--- src/rtl/uart_pkg.sv ---
// Shared UART definitions: data width and receiver state encoding.
package uart_pkg;

    localparam int DATA_BITS = 8;

    typedef enum logic [2:0] {
        IDLE,
        START,
        DATA,
        STOP,
        BREAK
    } rx_state_t;

endpackage

--- src/rtl/uart_rx_if.sv ---
// Byte handshake between the UART receiver and its consumer.
interface uart_rx_if;
    import uart_pkg::*;

    logic [DATA_BITS-1:0] data;
    logic                 valid;
    logic                 ack;
    logic                 frame_err;
    logic                 overrun;
    logic                 busy;

    modport master (output data, valid, frame_err, overrun, busy, input ack);
    modport slave  (input data, valid, frame_err, overrun, busy, output ack);
endinterface

--- src/rtl/uart_sync2.sv ---
// Two-flop synchronizer for an asynchronous, idle-high input.
module uart_sync2 (
    input  logic clock,
    input  logic reset_n,
    input  logic d,
    output logic q
);
    logic meta;

    always_ff @(posedge clock) begin
        if (!reset_n) begin
            meta <= 1'b1;
            q    <= 1'b1;
        end else begin
            meta <= d;
            q    <= meta;
        end
    end
endmodule

--- src/rtl/uart_rx.sv ---
// 8N1 UART receiver: oversamples rx, presents each byte on a valid/ack handshake.
module uart_rx
    import uart_pkg::*;
#(
    parameter int CLKS_PER_BIT = 16
) (
    input  logic clock,
    input  logic reset_n,
    input  logic rx,
    uart_rx_if.master bus
);
    // state | meaning
    // IDLE  | line idle, waiting for a low rx_s
    // START | timing to the start-bit midpoint to confirm it
    // DATA  | sampling data bits at their midpoints, LSB first
    // STOP  | sampling the stop bit; publishes byte or flags framing error
    // BREAK | stop bit was low; wait for the line to return high

    localparam int HALF_BIT = CLKS_PER_BIT / 2;
    localparam int CW       = $clog2(CLKS_PER_BIT);
    localparam int BW       = $clog2(DATA_BITS);

    rx_state_t            state, state_n;
    logic [CW-1:0]        cnt, cnt_n;
    logic [BW-1:0]        bit_idx, bit_idx_n;
    logic [DATA_BITS-1:0] shift, shift_n;
    logic [DATA_BITS-1:0] data_q, data_n;
    logic                 valid_q, valid_n;
    logic                 frame_err_q, frame_err_n;
    logic                 overrun_q, overrun_n;
    logic                 rx_s;
    logic                 sample;

    uart_sync2 u_sync (
        .clock   (clock),
        .reset_n (reset_n),
        .d       (rx),
        .q       (rx_s)
    );

    always_ff @(posedge clock) begin
        if (!reset_n) begin
            state       <= IDLE;
            cnt         <= '0;
            bit_idx     <= '0;
            shift       <= '0;
            data_q      <= '0;
            valid_q     <= 1'b0;
            frame_err_q <= 1'b0;
            overrun_q   <= 1'b0;
        end else begin
            state       <= state_n;
            cnt         <= cnt_n;
            bit_idx     <= bit_idx_n;
            shift       <= shift_n;
            data_q      <= data_n;
            valid_q     <= valid_n;
            frame_err_q <= frame_err_n;
            overrun_q   <= overrun_n;
        end
    end

    always_comb begin
        state_n     = state;
        cnt_n       = cnt;
        bit_idx_n   = bit_idx;
        shift_n     = shift;
        data_n      = data_q;
        valid_n     = valid_q & ~bus.ack;
        frame_err_n = frame_err_q;
        overrun_n   = overrun_q;
        sample      = (state == START && cnt == CW'(HALF_BIT - 1)) ||
                      ((state == DATA || state == STOP) && cnt == CW'(CLKS_PER_BIT - 1));

        case (state)
            IDLE: begin
                if (!rx_s) begin
                    state_n = START;
                    cnt_n   = '0;
                end
            end
            START: begin
                if (sample) begin
                    cnt_n = '0;
                    if (!rx_s) begin
                        state_n   = DATA;
                        bit_idx_n = '0;
                    end else begin
                        state_n = IDLE;
                    end
                end else begin
                    cnt_n = cnt + CW'(1);
                end
            end
            DATA: begin
                if (sample) begin
                    cnt_n            = '0;
                    shift_n[bit_idx] = rx_s;
                    bit_idx_n        = bit_idx + BW'(1);
                    if (bit_idx == BW'(DATA_BITS - 1))
                        state_n = STOP;
                end else begin
                    cnt_n = cnt + CW'(1);
                end
            end
            STOP: begin
                if (sample) begin
                    cnt_n = '0;
                    if (rx_s) begin
                        // An ack in this same cycle consumes the old byte, so no overrun.
                        data_n      = shift;
                        valid_n     = 1'b1;
                        frame_err_n = 1'b0;
                        overrun_n   = overrun_q | (valid_q & ~bus.ack);
                        state_n     = IDLE;
                    end else begin
                        frame_err_n = 1'b1;
                        state_n     = BREAK;
                    end
                end else begin
                    cnt_n = cnt + CW'(1);
                end
            end
            BREAK: begin
                if (rx_s)
                    state_n = IDLE;
            end
            default: state_n = IDLE;
        endcase
    end

    assign bus.data      = data_q;
    assign bus.valid     = valid_q;
    assign bus.frame_err = frame_err_q;
    assign bus.overrun   = overrun_q;
    assign bus.busy      = (state != IDLE);
endmodule

--- src/flat_wrapper.sv ---
// flat-port wrapper written by rule: the top's interface ports become plain ports
module uart_rx_flat import uart_pkg::*;
#(
    parameter int CLKS_PER_BIT = 16
)
  (clock, reset_n, rx, bus_data, bus_valid, bus_frame_err, bus_overrun, bus_busy, bus_ack);
  uart_rx_if bus_i ();
  input  logic clock;
  input  logic reset_n;
  input  logic rx;
  output wire logic [$bits(bus_i.data)-1:0] bus_data;
  output wire logic [$bits(bus_i.valid)-1:0] bus_valid;
  output wire logic [$bits(bus_i.frame_err)-1:0] bus_frame_err;
  output wire logic [$bits(bus_i.overrun)-1:0] bus_overrun;
  output wire logic [$bits(bus_i.busy)-1:0] bus_busy;
  input wire logic [$bits(bus_i.ack)-1:0] bus_ack;
  assign bus_data = bus_i.data;
  assign bus_valid = bus_i.valid;
  assign bus_frame_err = bus_i.frame_err;
  assign bus_overrun = bus_i.overrun;
  assign bus_busy = bus_i.busy;
  assign bus_i.ack = bus_ack;
  uart_rx #(.CLKS_PER_BIT(CLKS_PER_BIT)) u_core (.clock(clock), .reset_n(reset_n), .rx(rx), .bus(bus_i));
endmodule
--- config.mk ---
export PLATFORM = sky130hd
export DESIGN_NAME = uart_rx_flat
export DESIGN_NICKNAME = d
export VERILOG_FILES = /design/src/rtl/uart_pkg.sv /design/src/rtl/uart_rx_if.sv /design/src/rtl/uart_sync2.sv /design/src/rtl/uart_rx.sv /design/src/flat_wrapper.sv
export SDC_FILE = /design/constraint.sdc
export NUM_CORES = 1
export LEC_CHECK = 0
export BUFFER_PORTS_ARGS = -buffer_cell sky130_fd_sc_hd__buf_2
export CAP_MARGIN = 20
export CORE_MARGIN = 2
export CORE_UTILIZATION = 64
export CTS_BUF_LIST = sky130_fd_sc_hd__clkbuf_8
export DETAILED_ROUTE_END_ITERATION = 7
export PLACE_DENSITY_LB_ADDON = 0.15
export SLEW_MARGIN = 20
export SYNTH_ARGS = -nofsm -noshare
export SYNTH_HDL_FRONTEND = slang
export SYNTH_SLANG_ARGS = --single-unit
export TNS_END_PERCENT = 5
--- constraint.sdc ---
create_clock -name clock -period 3 [get_ports clock]
set_input_delay 0.75 -clock clock [delete_from_list [all_inputs] [get_ports clock]]
set_output_delay 0.75 -clock clock [all_outputs]
set_load 0.005 [all_outputs]
==> results of run 1 <==
[cell type report]
| class | count | area [sq um] | area share [%] |
|---|---|---|---|
| repair buffers | 15 | 75.1 | 4.85 |
| flip-flops and latches | 31 | 621 | 40.1 |
| inverters | 1 | 3.75 | 0.243 |
| multi-input cells | 98 | 712 | 46.0 |
| clock inverters | 2 | 33.8 | 2.18 |
| well taps | 27 | 33.8 | 2.18 |
| clock buffers | 5 | 68.8 | 4.45 |
[synth_stat cells, types with 3 or more instances]
| cell | count | share of area [%] |
|---|---|---|
| sky130_fd_sc_hd__nor4b_1 | 3 | 1.9 |
| sky130_fd_sc_hd__ha_1 | 3 | 2.7 |
| sky130_fd_sc_hd__mux2i_1 | 20 | 14 |
| sky130_fd_sc_hd__a22oi_1 | 3 | 1.6 |
| sky130_fd_sc_hd__nand3_1 | 3 | 1.1 |
| sky130_fd_sc_hd__nand4b_1 | 3 | 1.9 |
| sky130_fd_sc_hd__nand2b_1 | 3 | 1.3 |
| sky130_fd_sc_hd__clkbuf_1 | 5 | 1.3 |
| sky130_fd_sc_hd__dfxtp_1 | 31 | 44 |
| sky130_fd_sc_hd__nor2_1 | 5 | 1.3 |
| sky130_fd_sc_hd__nor2b_1 | 14 | 6.2 |
| sky130_fd_sc_hd__nand2_1 | 15 | 4.0 |
[state kept, by name, summed over array words and instances, names as in the netlist]
register              count
u_core.bus.data           8
u_core.shift              8
u_core.cnt                4
u_core.u_sync.q           1
u_core.bus.overrun        1
u_core.bit_idx            3
u_core.bus.frame_err      1
u_core.bus.valid          1
u_core.u_sync.meta        1
u_core.state              3
[kinds of logic (layout without fill, tap and decap cells)]
family          Yosys count  count (layout)  synth area share [%]
fa+ha+maj                 3               3                  2.68
buf+inv                  12              23                  4.99
simple gates             59              59                  24.6
compound gates           15              15                  8.03
mux                      20              20                  14.3
flops                    31              31                  44.2
xor+xnor                  1               1                  1.16
[routing by layer]
metal / track usage (%) / routed length, microns / up-vias
met3: 9.06 / 140 / 9
li1: - / - / 514
met1: 27.5 / 1130 / 487
met4: 10.4 / 50 / 0
met2: 38.4 / 1250 / 30
met5: 0 / 0 / -
[metrics by stage]
step | cell area (sq um) | setup WS [ps]
after floorplan | 1400 | 1500
final | 1550 | 1080
after detailed placement | 1450 | 1110
after CTS | 1550 | 1080
after global placement | 1450 | 1260
after global routing | 1550 | 922
[critical path, stage by stage (launching register included)]
cell and delay [ps]:
sky130_fd_sc_hd__dfxtp_1 380, sky130_fd_sc_hd__or3_1 380, sky130_fd_sc_hd__buf_2 130
[worst min-delay path by stage]
stage                                  startpoint                         end  slack (ps)  depth (start not counted)
floorplan           u_core.u_sync.meta$_SDFF_PN1_  u_core.u_sync.q$_SDFF_PN1_         390                          1
global placement    u_core.u_sync.meta$_SDFF_PN1_  u_core.u_sync.q$_SDFF_PN1_         390                          1
detailed placement  u_core.u_sync.meta$_SDFF_PN1_  u_core.u_sync.q$_SDFF_PN1_         400                          1
CTS                 u_core.u_sync.meta$_SDFF_PN1_  u_core.u_sync.q$_SDFF_PN1_         410                          1
global route        u_core.u_sync.meta$_SDFF_PN1_  u_core.u_sync.q$_SDFF_PN1_         430                          1
finish              u_core.u_sync.meta$_SDFF_PN1_  u_core.u_sync.q$_SDFF_PN1_         410                          1
[power by group]
group          total (uW)  internal (uW)  switching, uW
clock                 379            239            140
combinational        19.9           9.09           10.8
sequential            416            414           2.50
total                 816            662            153
==> out/results.env, run 1 <==
GRT_ANTENNA_BEFORE_REPAIR=0
DIE_Y_MICRONS=50.8
HPWL_MICRONS=1740
GROUTE.USAGE.OVERALL_PCT=23.5
STD_CELL_ROWS=16
CP.REQUIRED_PS=2250
DRT.ANTENNA.VIOLATING_NETS=0
STDCELL_COUNT=179
CTS.SINK_COUNT=31
CTS_SETUP_BUFFERS=0
TIMING.SETUP.CRITICAL_PATH_CLASS='flip-flop to output port'
FINAL_CORE_UTILIZATION_PCT=76.5
PLACE.DETAILED.INSTANCES=172
SYNTH-MAIN-FF-CELL='sky130_fd_sc_hd__dfxtp_1'
IO_BUFFER_COUNT=15
FILLCELLCOUNT=150
PEAK_SUPPLY_DROP_V=0.000443
ROUTE.DETAILED.WL_PER_INST_MICRONS=14.3
CTS.CLK_SLEW.WORST_PATHS_PS=60
DRC=0
GRT_PASS1_VIAS=998
CTS_TREE='yes'
P_TOTAL_uW=816
P_PER_AREA_mW_PER_MM2=527
DR_TOTAL_VIAS=1040
CLOCK_PATH_BUFFERS=2
HOLD_WS_PS=406
DIE-WIDTH_MICRONS=50.8
YS_FF_LATCH=31
SYNTH_CELLS=141
POST_CTS_HOLD_BUFFER_COUNT=0
GRT_FIRST_PASS_WIRELENGTH_MICRONS=4440
FINAL.SETUP.TNS_PS=0
R2R-START='u_core.cnt[0]$_SDFFE_PN0P_'
CRITICAL_PATH.ENDPOINT_TYPE='output port'
MAX_SLEW.WORST_PIN.SLEW_PS=587
MAX_CAP_VIOL_COUNT=0
MAXCLOCKFREQUENCY_MHz=521
SYN_NETS=148
POST_DRT_VIA_CELL_RATIO=5.81
CTS-BUFFERS-INSERTED=5
MIN_PATH_TYPE='flip-flop to flip-flop'
UNREPAIRED_SETUP_ENDPOINTS_AFTER_GLOBAL_ROUTING='no'
MOSTFREQUENTLAYOUTCELL='sky130_fd_sc_hd__dfxtp_1'
OUTCOME='finished, final reports clean'
COREAREA_SQ_MM=0.00202
CRITPATHARRIVALTIME_PS=1170
DRIVE_ABOVE_1_SHARE_PCT=18.4
NETS=159
CTS-HTREE-LEVELS=2
FINCLKSKEW_PS=2.69
N_ANTENNA_CELL=0
CRIT_FANOUT=8
FIN_CRIT_PS=1920
CRIT_START='u_core.state[2]$_SDFFE_PN0P_'
SETUP_VIOL_COUNT_FINAL=0
R2R_CELLS=5
SYNTH.YOSYS.WARNINGS=0
SYNTHDISTINCTLIBCELLS=37
CTSRESIZECOUNT=0
SYNTH_ENABLE_FLOP_CELLS=0
FINAL_HOLD_VIO_COUNT=0
GR-TOTAL-OVERFLOW=0
ASYNC_RESET_FF_SHARE_PCT=0
INITIAL_CORE_UTIL_PCT=69.4
ROUTED_WIRELENGTH_MICRONS=2570
INITIALDRTVIOLATIONCOUNT=23
TOTAL_LEAKAGE_POWER_uW=0.000686
FIN_CRIT_SH_PCT=63.9
DRTPASS1ITERATIONS=4
CTS-ROOT-BUF='sky130_fd_sc_hd__clkbuf_8'
ENDPOINT_OF_THE_LOWEST_SLACK_REGISTER_TO_REGISTER_PATH='u_core.bus.data[1]$_SDFFE_PN0P_'
REPORT.FINAL.SLEW_VIOL_COUNT=0
SETUP.WORST_PATH.END='bus_busy'
TIMING.SLEW.HEADROOM_PCT=60.8
POST_SYNTH_INSTANCE_AREA_SQ_MM=0.00140
DIE-AREA_SQ_MM=0.00258
POST_SYNTHESIS_AREA_PER_INSTANCE_SQ_UM=9.95
REG2REG_SETUP_SLACK_PS=1120
CP-START-KIND='flip-flop'
HIGHEST_COUNT_CELLS_IN_THE_LAYOUT_IGNORING_FILL_AND_TAPS='sky130_fd_sc_hd__dfxtp_1 (31), sky130_fd_sc_hd__mux2i_1 (20), sky130_fd_sc_hd__nand2_1 (15), sky130_fd_sc_hd__buf_2 (15), sky130_fd_sc_hd__nor2b_1 (14)'
SYNTHTOLAYOUTAREAGROWTH_PCT=10.3
GLOBALPLACE.CONGESTION=0.834
WORSTSKEWPAIRLATENCY_PS=280
YS_SEQ_AREA_SHARE_PCT=44.2
IO_PINS=16
MAXIMUM_NUMBER_OF_PINS_ON_ONE_NET_BEFORE_GLOBAL_ROUTE_REPAIR=33
(Power assumes the default switching activity.)
==> run 2: changes to the inputs <==
- CORE_UTILIZATION: 64 -> 53
- clock period: 3 -> 1.73 ns (I/O delays scaled with it)
==> run 2 against run 1 <==
  * Register-to-register slack got worse by 950 ps
  * Design area is 0.81% higher
  * Worst hold slack worse by 69 ps
  * Clock power is 36% higher
  * Global-route usage fell by 7.1 points
  * Clock skew barely moved
  * Sequential cell count stayed put
  * Combinational power increased by 85%
  * Critical endpoint unchanged
  * Highest routed layer unchanged
==> out/results.env, run 2 (synthesis gave the netlist of run 1 again) <==
OUTCOME='finished, final reports clean'
FINCLKSKEW_PS=2.64
CTS-BUFFERS-INSERTED=5
CRITICAL_PATH.ENDPOINT_TYPE='output port'
CLOCK_PATH_BUFFERS=2
TIMING.SLEW.HEADROOM_PCT=67.2
DRC=0
CP-START-KIND='flip-flop'
CTS.SINK_COUNT=31
CRITPATHMAXSTAGEDELAY_PS=380
POST-ROUTE-WORST-SETUP-SLACK_PS=135
HOLD_WS_PS=337
GROUTE.USAGE.OVERALL_PCT=16.4
MAX_CAP_VIOL_COUNT=0
PEAK_SUPPLY_DROP_V=0.000672
COREAREA_SQ_MM=0.00250
MAX_SLEW.WORST_PIN.SLEW_PS=487
DR_TOTAL_VIAS=990
REG2REG_SETUP_SLACK_PS=170
ROUTE.DETAILED.WL_PER_INST_MICRONS=12.3
HOLD_END='u_core.u_sync.meta$_SDFF_PN1_'
CTS_SETUP_BUFFERS=0
POST_ROUTE_MET1_WIRELENGTH_MICRONS=1150
STD_CELL_ROWS=18
FINAL.SETUP.TNS_PS=0
FINAL_CORE_UTILIZATION_PCT=62.4
CTS-ROOT-BUF='sky130_fd_sc_hd__clkbuf_8'
NETS=163
CRIT_FANOUT=8
STDCELL_COUNT=187
R2R-START='u_core.cnt[0]$_SDFFE_PN0P_'
CTS-HTREE-LEVELS=2
DRT.ANTENNA.VIOLATING_NETS=0
CTS_TREE='yes'
IO_PINS=16
FIN_CRIT_PS=1600
R2R_CELLS=5
GLOBALPLACE.CONGESTION=0.755
N_ANTENNA_CELL=0
TOTAL_LEAKAGE_POWER_uW=0.000701
DR_WL_MET3_MICRONS=101
DRTPASS1ITERATIONS=2
REPORT.FINAL.SLEW_VIOL_COUNT=0
HPWL_MICRONS=1600
HOLD_START='rx'
CTS.CLK_SLEW.WORST_PATHS_PS=60
GRT_ANTENNA_BEFORE_REPAIR=0
WORST_PATH_SLOWEST_CELL='sky130_fd_sc_hd__dfxtp_1'
WORSTSKEWPAIRLATENCY_PS=280
CP.REQUIRED_PS=1300
IO_BUFFER_COUNT=15
ROUTED_WIRELENGTH_MICRONS=2290
MOSTFREQUENTLAYOUTCELL='sky130_fd_sc_hd__dfxtp_1'
INITIAL_CORE_UTIL_PCT=56.1
DIE_Y_MICRONS=55.4
DRIVE_ABOVE_1_SHARE_PCT=20.4
DIE-WIDTH_MICRONS=55.4
PLACEMENT.SETUP.WORST_SLACK_PS=179
MAXIMUM_NUMBER_OF_PINS_ON_ONE_NET_BEFORE_GLOBAL_ROUTE_REPAIR=18
CRITPATHARRIVALTIME_PS=1160
P_PER_AREA_mW_PER_MM2=817
MIN_PATH_TYPE='input port to flip-flop'
SETUP_VIOL_COUNT_FINAL=0
GRT_FIRST_PASS_WIRELENGTH_MICRONS=3910
FILLCELLCOUNT=216
HIGHEST_COUNT_CELLS_IN_THE_LAYOUT_IGNORING_FILL_AND_TAPS='sky130_fd_sc_hd__dfxtp_1 (31), sky130_fd_sc_hd__mux2i_1 (20), sky130_fd_sc_hd__nand2_1 (15), sky130_fd_sc_hd__buf_2 (15), sky130_fd_sc_hd__nor2b_1 (14)'
CTSRESIZECOUNT=0
INITIALDRTVIOLATIONCOUNT=10
HOLD-PATH-CELL-COUNT=2
FINAL_HOLD_VIO_COUNT=0
POST_DRT_VIA_CELL_RATIO=5.29
ENDPOINT_OF_THE_LOWEST_SLACK_REGISTER_TO_REGISTER_PATH='u_core.shift[0]$_SDFFE_PN0P_'
TIMING.CRITICAL_PATH.CELLS='or3_1 -> buf_2'
POST_CTS_HOLD_BUFFER_COUNT=0
CRIT_START='u_core.state[2]$_SDFFE_PN0P_'
MAXCLOCKFREQUENCY_MHz=627
SYNTHTOLAYOUTAREAGROWTH_PCT=11.2
GR-TOTAL-OVERFLOW=0
HIGHEST_LAYER='met4'
DIE-AREA_SQ_MM=0.00307
PLACE.DETAILED.INSTANCES=179
UNREPAIRED_SETUP_ENDPOINTS_AFTER_GLOBAL_ROUTING='no'
TIMING.SETUP.CRITICAL_PATH_CLASS='flip-flop to output port'
WL_MET2_MICRONS=1040
FIN_CRIT_SH_PCT=92.2
GRT_PASS1_VIAS=859
-- run 2: cell type report --
type / instances / area [sq um] / area share, %
inverter: 1 / 3.75 / 0.241
timing repair buffer: 19 / 105 / 6.74
clock buffer: 5 / 68.8 / 4.41
tap: 30 / 37.5 / 2.41
sequential: 31 / 621 / 39.8
clock inverter: 3 / 12.5 / 0.802
multi-input combinational: 98 / 712 / 45.6
-- run 2: how the worst max path moves through the flow --
stage | to | cells past startpoint | slack, ps
2_1_floorplan | u_core.shift[2]$_SDFFE_PN0P_ | 5 | 230
3_3_place_gp | u_core.state[0]$_SDFFE_PN0P_ | 5 | 260
3_5_place_dp | u_core.shift[0]$_SDFFE_PN0P_ | 5 | 180
4_1_cts | bus_busy | 2 | 120
5_1_grt | u_core.shift[0]$_SDFFE_PN0P_ | 4 | 30
6_report | bus_busy | 2 | 130
-- run 2: critical path, delay by kind of cell, from the launching register on --
family,cells,cell delay [ps]
AND/OR/NAND/NOR,1,380
buffers and inverters,1,130
flip-flops,1,380
-- run 2: per-layer routing --
| metal | vias up | global-route usage, % |
|---|---|---|
| li1 | 518 | - |
| met5 | - | 0 |
| met4 | 0 | 8.01 |
| met2 | 18 | 23.3 |
| met3 | 2 | 7.26 |
| met1 | 452 | 21.1 |
-- run 2: power by group --
part / internal (uW) / total (uW) / switching [uW]
clock network: 269 / 516 / 247
registers: 718 / 722 / 4.23
logic: 17.2 / 36.8 / 19.6
total: 1000 / 1270 / 270
-- run 2: stage by stage --
step	cell area, sq um	power [uW]
after floorplan	1400	764
after global placement	1480	774
after detailed placement	1480	775
after CTS	1560	1300
after global routing	1560	1340
final	1560	1270
